`src/rtl/median_pkg.sv`:
```
// Shared definitions for the 7x7 median path.
//   WIN     : window size (rows/columns of the median window)
//   HALF    : distance from the window centre to its edge
//   pixel_t : one 8-bit grey pixel
//   state_t : line-buffer controller state
package median_pkg;

  localparam int WIN  = 7;
  localparam int HALF = 3;

  typedef logic [7:0] pixel_t;

  typedef enum logic [1:0] {
    IDLE,
    FILL,
    RUN,
    FLUSH
  } state_t;

endpackage

```
`src/rtl/median_line_fifo.sv`:
```
// One line of pixel storage for the median line buffer.
// A DEPTH-entry shift line: every enabled cycle the head entry leaves and
// din enters at the tail, so head is always the pixel pushed DEPTH enables
// earlier (the same column of the previous row).
//   clk  : rising-edge clock
//   en   : push din / pop head in the same cycle
//   din  : pixel entering the line
//   head : pixel that will leave on the next enable
// Contents are deliberately not reset; the controller never emits a tap
// before the line has been refilled with the current frame.
module median_line_fifo
  import median_pkg::*;
#(
  parameter int DEPTH = 9
) (
  input  logic   clk,
  input  logic   en,
  input  pixel_t din,
  output pixel_t head
);

  pixel_t mem [DEPTH];

  always_ff @(posedge clk) begin
    if (en) begin
      mem[0] <= din;
      for (int i = 1; i < DEPTH; i++) begin
        mem[i] <= mem[i-1];
      end
    end
  end

  assign head = mem[DEPTH-1];

endmodule

```
`src/rtl/median_line_buffer_7row.sv`:
```
// Producer side of the 7x7 median path: turns a raster pixel stream into
// one 7-pixel vertical column per accepted beat.
//   clk            : rising-edge clock
//   rst            : asynchronous, active-low reset
//   d_i / done_i   : input pixel and its valid
//   ready_o        : pixel accepted when done_i & ready_o
//   d0_o..d6_o     : registered column taps, d0_o oldest row, d6_o newest
//   done_o         : taps valid this cycle
//   frame_done_o   : pulse with the last done_o of a frame
//   state_o        : controller state, for observation
// Handshake: a beat transfers on a rising edge where done_i and ready_o are
// both high; ready_o only drops during FLUSH and never depends on done_i.
// Build option MEDIAN_LINE_BUF_ZERO_PAD_EN: zero-pad top and bottom so
// that every input row yields an output row (adds the FLUSH phase).
module median_line_buffer_7row
  import median_pkg::*;
#(
  parameter int ROWS = 9,
  parameter int COLS = 9
) (
  input  logic   clk,
  input  logic   rst,
  input  pixel_t d_i,
  input  logic   done_i,
  output logic   ready_o,
  output pixel_t d0_o,
  output pixel_t d1_o,
  output pixel_t d2_o,
  output pixel_t d3_o,
  output pixel_t d4_o,
  output pixel_t d5_o,
  output pixel_t d6_o,
  output logic   done_o,
  output logic   frame_done_o,
  output state_t state_o
);

  localparam int CW = (COLS > 1) ? $clog2(COLS) : 1;
  // row_cnt also walks the three virtual rows below the frame in FLUSH
  localparam int RW = $clog2(ROWS + HALF + 1);
`ifdef MEDIAN_LINE_BUF_ZERO_PAD_EN
  localparam int ROW_START = HALF;
`else
  localparam int ROW_START = WIN - 1;
`endif
  localparam logic [CW-1:0] COL_LAST  = CW'(COLS - 1);
  localparam logic [RW-1:0] ROW_LAST  = RW'(ROWS - 1);
  localparam logic [RW-1:0] FILL_LAST = RW'(ROW_START - 1);
`ifdef MEDIAN_LINE_BUF_ZERO_PAD_EN
  localparam logic [RW-1:0] FLUSH_LAST = RW'(ROWS + HALF - 1);
`endif

  state_t        state, state_nxt;
  logic [CW-1:0] col_cnt;
  logic [RW-1:0] row_cnt;
  logic          accept, shift_en, emit, frame_last, col_last;
  pixel_t        push_px;
  pixel_t        head  [WIN-1];
  pixel_t        tap   [WIN];
  pixel_t        tap_q [WIN];

  assign ready_o  = (state != FLUSH);
  assign accept   = done_i & ready_o;
  assign col_last = (col_cnt == COL_LAST);
  assign state_o  = state;

`ifdef MEDIAN_LINE_BUF_ZERO_PAD_EN
  // FLUSH shifts zeros in as the rows below the frame
  assign shift_en = accept | (state == FLUSH);
  assign push_px  = (state == FLUSH) ? '0 : d_i;
`else
  assign shift_en = accept;
  assign push_px  = d_i;
`endif

  // Cascade: line k holds row r-6+k at the current column; line 5 is fed
  // by the incoming pixel, each lower line by the head of the one above.
  for (genvar k = 0; k < WIN - 1; k++) begin : g_line
    if (k == WIN - 2) begin : g_top
      median_line_fifo #(.DEPTH(COLS)) u_fifo (
        .clk  (clk),
        .en   (shift_en),
        .din  (push_px),
        .head (head[k])
      );
    end else begin : g_mid
      median_line_fifo #(.DEPTH(COLS)) u_fifo (
        .clk  (clk),
        .en   (shift_en),
        .din  (head[k+1]),
        .head (head[k])
      );
    end
  end

  always_comb begin
    for (int k = 0; k < WIN - 1; k++) begin
      tap[k] = head[k];
`ifdef MEDIAN_LINE_BUF_ZERO_PAD_EN
      // rows above the frame top read as zero
      if (int'(row_cnt) + k < WIN - 1) tap[k] = '0;
`endif
    end
    tap[WIN-1] = push_px;
  end

  always_comb begin
    state_nxt  = state;
    emit       = 1'b0;
    frame_last = 1'b0;
    case (state)
      IDLE: begin
        if (accept) state_nxt = FILL;
      end
      FILL: begin
        if (accept && col_last && row_cnt == FILL_LAST) state_nxt = RUN;
      end
      RUN: begin
        if (accept) begin
          emit = 1'b1;
          if (col_last && row_cnt == ROW_LAST) begin
`ifdef MEDIAN_LINE_BUF_ZERO_PAD_EN
            state_nxt = FLUSH;
`else
            state_nxt  = IDLE;
            frame_last = 1'b1;
`endif
          end
        end
      end
      default: begin
`ifdef MEDIAN_LINE_BUF_ZERO_PAD_EN
        emit = 1'b1;
        if (col_last && row_cnt == FLUSH_LAST) begin
          state_nxt  = IDLE;
          frame_last = 1'b1;
        end
`else
        state_nxt = IDLE;
`endif
      end
    endcase
  end

  always_ff @(posedge clk or negedge rst) begin
    if (!rst) begin
      state   <= IDLE;
      col_cnt <= '0;
      row_cnt <= '0;
    end else begin
      state <= state_nxt;
      if (shift_en) begin
        if (col_last) begin
          col_cnt <= '0;
          row_cnt <= frame_last ? '0 : row_cnt + 1'b1;
        end else begin
          col_cnt <= col_cnt + 1'b1;
        end
      end
    end
  end

  // Taps hold between beats; done_o/frame_done_o are single-cycle.
  always_ff @(posedge clk or negedge rst) begin
    if (!rst) begin
      for (int k = 0; k < WIN; k++) tap_q[k] <= '0;
      done_o       <= 1'b0;
      frame_done_o <= 1'b0;
    end else begin
      done_o       <= emit;
      frame_done_o <= frame_last;
      if (emit) begin
        for (int k = 0; k < WIN; k++) tap_q[k] <= tap[k];
      end
    end
  end

  assign d0_o = tap_q[0];
  assign d1_o = tap_q[1];
  assign d2_o = tap_q[2];
  assign d3_o = tap_q[3];
  assign d4_o = tap_q[4];
  assign d5_o = tap_q[5];
  assign d6_o = tap_q[6];

endmodule

```
`config.mk`:
```
export PLATFORM = sky130hd
export DESIGN_NAME = median_line_buffer_7row
export DESIGN_NICKNAME = d
export VERILOG_FILES = /design/src/rtl/median_pkg.sv /design/src/rtl/median_line_fifo.sv /design/src/rtl/median_line_buffer_7row.sv
export SDC_FILE = /design/constraint.sdc
export NUM_CORES = 1
export LEC_CHECK = 0
export ABC_AREA = 1
export CORE_MARGIN = 1
export CORE_UTILIZATION = 28
export DETAILED_ROUTE_END_ITERATION = 7
export PLACE_DENSITY_LB_ADDON = 0.25
export SLEW_MARGIN = 20
export SYNTH_ARGS = -nofsm -noshare
export SYNTH_HDL_FRONTEND = slang
export SYNTH_SLANG_ARGS = --single-unit
```
`constraint.sdc`:
```
create_clock -name clk -period 15.4 [get_ports clk]
set_input_delay 3.08 -clock clk [delete_from_list [all_inputs] [get_ports clk]]
set_output_delay 3.08 -clock clk [all_outputs]
set_load 0.05 [all_outputs]
```
==> flow_summary.yaml, run 1 <==
run_status:
  status: "finished, final reports clean"
cts:
  cts_made_buffers: 48
  path_clk_slew_ps: 70
  root_buffer: "clkbuf_16"
  h-tree-depth: 2
  post-cts-setup-buffers: 0
  cts.repair.resized: 0
  cts_max_path_buffers: 3
  cts.sinks: 500
  cts_tree: "built"
  clock_latency_ps: 540
  hold_buffers: 0
finish:
  area_delta_synth_final_pct: 19.5
  fin_cells: 1651
  drive_gt1_share_pct: 8.08
  finalNetCount: 881
  antenna_cells: 0
  fin_util_pct: 34.0
setup_path:
  required_ps: 15560
  critPathBufInv: 4
  cp.arrival_ps: 5610
  crit_path_cell_trace: "clkdlybuf4s50_1, inv_1, a21oi_4, buf_4, buf_12"
  cp_max_fo: 201
  critPathLaunchType: "input pin"
  max_stage_delay_ps: 780
  end_kind: "register"
  path_delay_family: "buffers and inverters"
  worst-setup-path-type: "input pin to register"
  slowest_stage: "buf_12"
global_route:
  grt_util_met2_pct: 11.2
  grt_use_met3_pct: 2.28
  track_usage_pct: 8.20
  grt.overflow.total: 0
  antenna_found_initial: 0
  grt_pass1_vias: 6470
  grt_max_degree: 202
  use_met1_pct: 12.3
  busiest_layer: "met1"
  grt_pass1_wl_mm: 36.8
synthesis:
  yosys.cell_types.count: 17
  synthFlopType: "edfxtp_1"
  yosysTopAreaCellShare_pct: 82.2
  synth_cells: 750
  yosys_warnings: 0
  avgSynthCellArea_sq_um: 21.0
  syn-num-nets: 766
  async_flop_share_pct: 13.6
  yosysTopAreaCell: "edfxtp_1"
  seq_area_frac_synth_pct: 93.0
  synth_area_sq_um: 15800
  ys_ff_latch: 500
  synth_most_common_cell: "edfxtp_1"
  synthTopCellsByArea: "edfxtp_1 82%, dfrtp_1 11%, nand2_1 4.5%"
  synth_edf_count: 432
  synthTopCellsByCount: "432 x edfxtp_1, 189 x nand2_1, 68 x dfrtp_1"
route:
  drtPass1Iterations: 4
  drc: 0
  drtIter0Drc: 525
  vias: 6397
  routed_wirelength_mm: 22.7
  ant_nets: 0
  via_per_inst: 3.87
  wire_per_inst_um: 13.8
timing:
  setup_violations: 0
  tns_ps: 0
  hold_viol_final: 0
  fin_worst_skew_ps: 10.7
  period_needed_ps: 5450
  rsz0062_at_grt: "no"
  min_period_over_period_pct: 35.4
  fmax_ghz: 0.183
  hold-worst-slack_ps: 412
  maxSlewHeadroom_pct: 29.3
  worst_slew_pin_slew_ps: 1060
  drv_slew: 0
pwr:
  leakage_nw: 6.80
  powerDensity_nw_per_um2: 148
  ir_worst_vdd_mv: 0.0890
  power_mw: 2.78
flow_run:
  max_cap_violations: 0
floorplan:
  die_w_um: 239
  die_h_um: 239
  dieArea_sq_um: 57300
  initial_utilization_pct: 28.5
  std_cell_rows: 86
  pin_count: 72
  core_sq_um: 55400
placement:
  dp_hpwl_mm: 11.0
  dp_cells: 1563
  port_buffers: 71
  gp_congestion: 0.662
worst_hold_path:
  hold_class: "register to register"
-- stage by stage --
stage | setup WS (ps) | instance area [sq um]
after detailed placement | 9430 | 17400
after floorplan | 4230 | 15800
after global placement | 9460 | 17400
final | 9950 | 18800
after CTS | 10020 | 18800
after global routing | 9680 | 18800
-- final timing paths --
| path | start | end | slack [ps] | cells past startpoint |
|---|---|---|---|---|
| worst max register to register | state_o[1]$_DFFE_PN0P_ | g_line[0].g_mid.u_fifo.mem[8][2]$_DFFE_PP_ | 12570 | 3 |
| max in group asynchronous | rst | d5_o[2]$_DFFE_PN0P_ | 12270 | 1 |
| min in group asynchronous | rst | d0_o[5]$_DFFE_PN0P_ | 2590 | 1 |
| worst max-delay path | done_i | g_line[0].g_mid.u_fifo.mem[8][2]$_DFFE_PP_ | 9950 | 5 |
| worst min-delay path | g_line[1].g_mid.u_fifo.mem[0][23]$_DFFE_PP_ | g_line[1].g_mid.u_fifo.mem[0][31]$_DFFE_PP_ | 410 | 0 |
| worst min register to register | g_line[1].g_mid.u_fifo.mem[0][23]$_DFFE_PP_ | g_line[1].g_mid.u_fifo.mem[0][31]$_DFFE_PP_ | 410 | 0 |
-- state kept, by name, summed over array words and instances (netlist names) --
| signal | cells |
|---|---|
| col_cnt | 4 |
| d0_o | 8 |
| d1_o | 8 |
| d2_o | 8 |
| d3_o | 8 |
| d4_o | 8 |
| d5_o | 8 |
| d6_o | 8 |
| done_o | 1 |
| frame_done_o | 1 |
| g_line.g_mid.u_fifo.mem | 360 |
| g_line.g_top.u_fifo.mem | 72 |
| row_cnt | 4 |
| state_o | 2 |
-- cell type report --
class | instances | area, sq um
Tap cell | 748 | 936
Clock inverter | 23 | 184
Clock buffer | 65 | 1290
Multi-Input combinational cell | 227 | 950
Fill cell | 5258 | 36600
Sequential cell | 500 | 14700
Timing Repair Buffer | 77 | 773
Inverter | 11 | 41.3
-- routing by layer --
layer / vias up / routed length [um]
li1: 2981 / -
met5: - / 0
met1: 3249 / 11800
met2: 126 / 9360
met4: 0 / 479
met3: 41 / 1070
-- cell families after synthesis --
logic type	share of synthesized area, %
buffers and inverters	0.999
AND/OR/NAND/NOR	5.27
flip-flops	93.0
adder cells (fa/ha/maj)	0.397
AO/OA/AOI/OAI	0.246
XOR/XNOR	0.0555
-- layout by cell type (no fill, tap or decap), types with 3 or more instances in the layout --
cell / netlist / final
clkinv_1: 0 / 11
clkdlybuf4s50_1: 0 / 70
dfrtp_1: 68 / 68
clkbuf_1: 0 / 16
clkbuf_16: 0 / 49
nand3_1: 12 / 12
buf_4: 0 / 4
clkinvlp_4: 0 / 3
ha_1: 5 / 5
o21ai_0: 5 / 5
edfxtp_1: 432 / 432
bufinv_16: 0 / 3
nand2_1: 189 / 189
nor2_1: 10 / 10
inv_1: 9 / 9
clkinv_2: 0 / 6
-- where the power goes --
part	switching (mW)	leakage [nW]	internal [mW]	total [mW]
combinational	0.0607	0.952	0.0221	0.0829
sequential	0.0298	5.15	1.56	1.59
clock	0.471	0.706	0.635	1.11
total	0.561	6.80	2.22	2.78
(Power assumes the default switching activity.)
==> run 2: changes to the inputs <==
- clock period: 15.4 -> 5.2 ns (I/O delays scaled with it)
==> flow_summary.yaml, run 2 (same netlist as run 1, synthesis figures left out) <==
finish:
  fin_util_pct: 34.2
  seq_area_sq_um: 14700
  antenna_cells: 0
  stdcell_area_sq_um: 18900
  fillCellCount: 5231
  largest_reg_flops: 360
  top_regs: "g_line.g_mid.u_fifo.mem (360), g_line.g_top.u_fifo.mem (72)"
  layout_common_cells: "432 x edfxtp_1, 189 x nand2_1, 70 x clkdlybuf4s50_1"
  area_delta_synth_final_pct: 20.1
  multi_input_area_sq_um: 950
  layout_commonest_cell: "edfxtp_1"
  finalNetCount: 885
  largest-register: "g_line.g_mid.u_fifo.mem"
  drive_gt1_share_pct: 9.14
route:
  top_layer_used: "met4"
  drc: 0
  ant_nets: 0
  dr_wl_met3_mm: 1.18
  wl_met2_mm: 9.42
  via_per_inst: 3.89
  wire_per_inst_um: 13.7
  drtIter0Drc: 397
  drtPass1Iterations: 4
  vias: 6439
  wl_met1_mm: 11.5
  routed_wirelength_mm: 22.6
pwr:
  power_mw: 8.26
  ir_worst_vdd_mv: 0.212
  powerDensity_nw_per_um2: 436
  leakage_nw: 6.87
floorplan:
  initial_utilization_pct: 28.5
  die_h_um: 239
  die_w_um: 239
  std_cell_rows: 86
  dieArea_sq_um: 57300
  core_sq_um: 55400
  pin_count: 72
setup_path:
  required_ps: 4160
  critPathLaunchType: "register"
  cp.arrival_ps: 1960
  reg2reg_to: "d1_o[5]$_DFFE_PN0P_"
  r2r_setup_slack_ps: 2820
  crit_start: "state_o[1]$_DFFE_PN0P_"
  r2r_cells: 7
  reg2reg_from: "state_o[0]$_DFFE_PN0P_"
  end_kind: "output port"
  worst-setup-path-type: "register to output port"
  endpoint: "ready_o"
  cp_max_fo: 7
timing:
  rsz0062_at_grt: "no"
  hold_viol_final: 0
  fmax_ghz: 0.334
  min_period_over_period_pct: 57.7
  worst_slew_pin_slew_ps: 831
  hold-worst-slack_ps: 410
  maxSlewHeadroom_pct: 44.5
  drv_slew: 0
  period_needed_ps: 3000
  setup_violations: 0
  fin_worst_skew_ps: 14.7
cts:
  cts_max_path_buffers: 3
  post-cts-setup-buffers: 0
  h-tree-depth: 2
  cts_tree: "built"
  clock_latency_ps: 560
  path_clk_slew_ps: 60
  cts_made_buffers: 48
  root_buffer: "clkbuf_16"
  cts.repair.resized: 0
  hold_buffers: 0
  cts.sinks: 500
placement:
  dp_hpwl_mm: 11.6
  gp_congestion: 0.660
  place_area_sq_um: 17400
  port_buffers: 71
worst_hold_path:
  hold_class: "register to register"
global_route:
  grt.overflow.total: 0
  grt_pass1_wl_mm: 36.0
  grt_pass1_vias: 6336
  track_usage_pct: 8.07
  grt_max_degree: 120
  antenna_found_initial: 0
flow_run:
  max_cap_violations: 0
run_status:
  status: "finished, final reports clean"
-- run 2: changes by cell type in the layout (fill, tap and decap cells not counted) --
cell,before,now
buf_6,2,0
clkbuf_1,16,10
inv_6,0,2
bufinv_16,3,1
clkinv_1,11,12
buf_4,4,8
clkinvlp_4,3,1
clkinv_4,0,2
clkinv_2,6,3
clkbuf_8,0,9
buf_12,1,3
-- run 2: worst min path at each step --
stage               cells past startpoint                                           to                                        start
floorplan                               0   g_line[0].g_mid.u_fifo.mem[1][0]$_DFFE_PP_   g_line[0].g_mid.u_fifo.mem[0][0]$_DFFE_PP_
global placement                        0   g_line[4].g_mid.u_fifo.mem[1][1]$_DFFE_PP_  g_line[4].g_mid.u_fifo.mem[0][25]$_DFFE_PP_
detailed placement                      0   g_line[0].g_mid.u_fifo.mem[1][1]$_DFFE_PP_   g_line[0].g_mid.u_fifo.mem[0][1]$_DFFE_PP_
CTS                                     0  g_line[2].g_mid.u_fifo.mem[0][36]$_DFFE_PP_  g_line[2].g_mid.u_fifo.mem[0][28]$_DFFE_PP_
global route                            0   g_line[0].g_mid.u_fifo.mem[6][6]$_DFFE_PP_   g_line[0].g_mid.u_fifo.mem[5][6]$_DFFE_PP_
finish                                  0  g_line[5].g_top.u_fifo.mem[0][39]$_DFFE_PP_  g_line[5].g_top.u_fifo.mem[0][31]$_DFFE_PP_
-- run 2: cell type report --
| type | instances | area share, % |
|---|---|---|
| clock buffers | 68 | 7.33 |
| clock inverters | 21 | 0.700 |
| inverters | 11 | 0.218 |
| multi-input cells | 227 | 5.01 |
| flip-flops and latches | 500 | 77.5 |
| well taps | 748 | 4.94 |
| repair buffers | 81 | 4.33 |
-- run 2: layer usage --
layer | GRT usage (%) | up-vias
li1 | - | 2995
met1 | 12.2 | 3264
met2 | 10.9 | 134
met3 | 2.19 | 46
met4 | 2.87 | 0
met5 | 0 | -
-- run 2: through the flow --
stage / TNS [ps] / setup slack (ps) / instances
global placement: 0 / 1670 / 1567
detailed placement: 0 / 1640 / 1567
floorplan: -1531160 / -3930 / 750
finish: 0 / 2200 / 1656
global route: 0 / 2040 / 1656
CTS: 0 / 2150 / 1656
-- run 2: critical path, stage by stage, from the launching register on --
cell	delay, ps
dfrtp_1	480
nand2_1	130
clkdlybuf4s50_1	810
-- run 2: report_power, final --
part | internal, mW | switching [mW]
Combinational | 0.0688 | 0.177
Clock | 1.91 | 1.40
Sequential | 4.62 | 0.0865
Total | 6.60 | 1.66
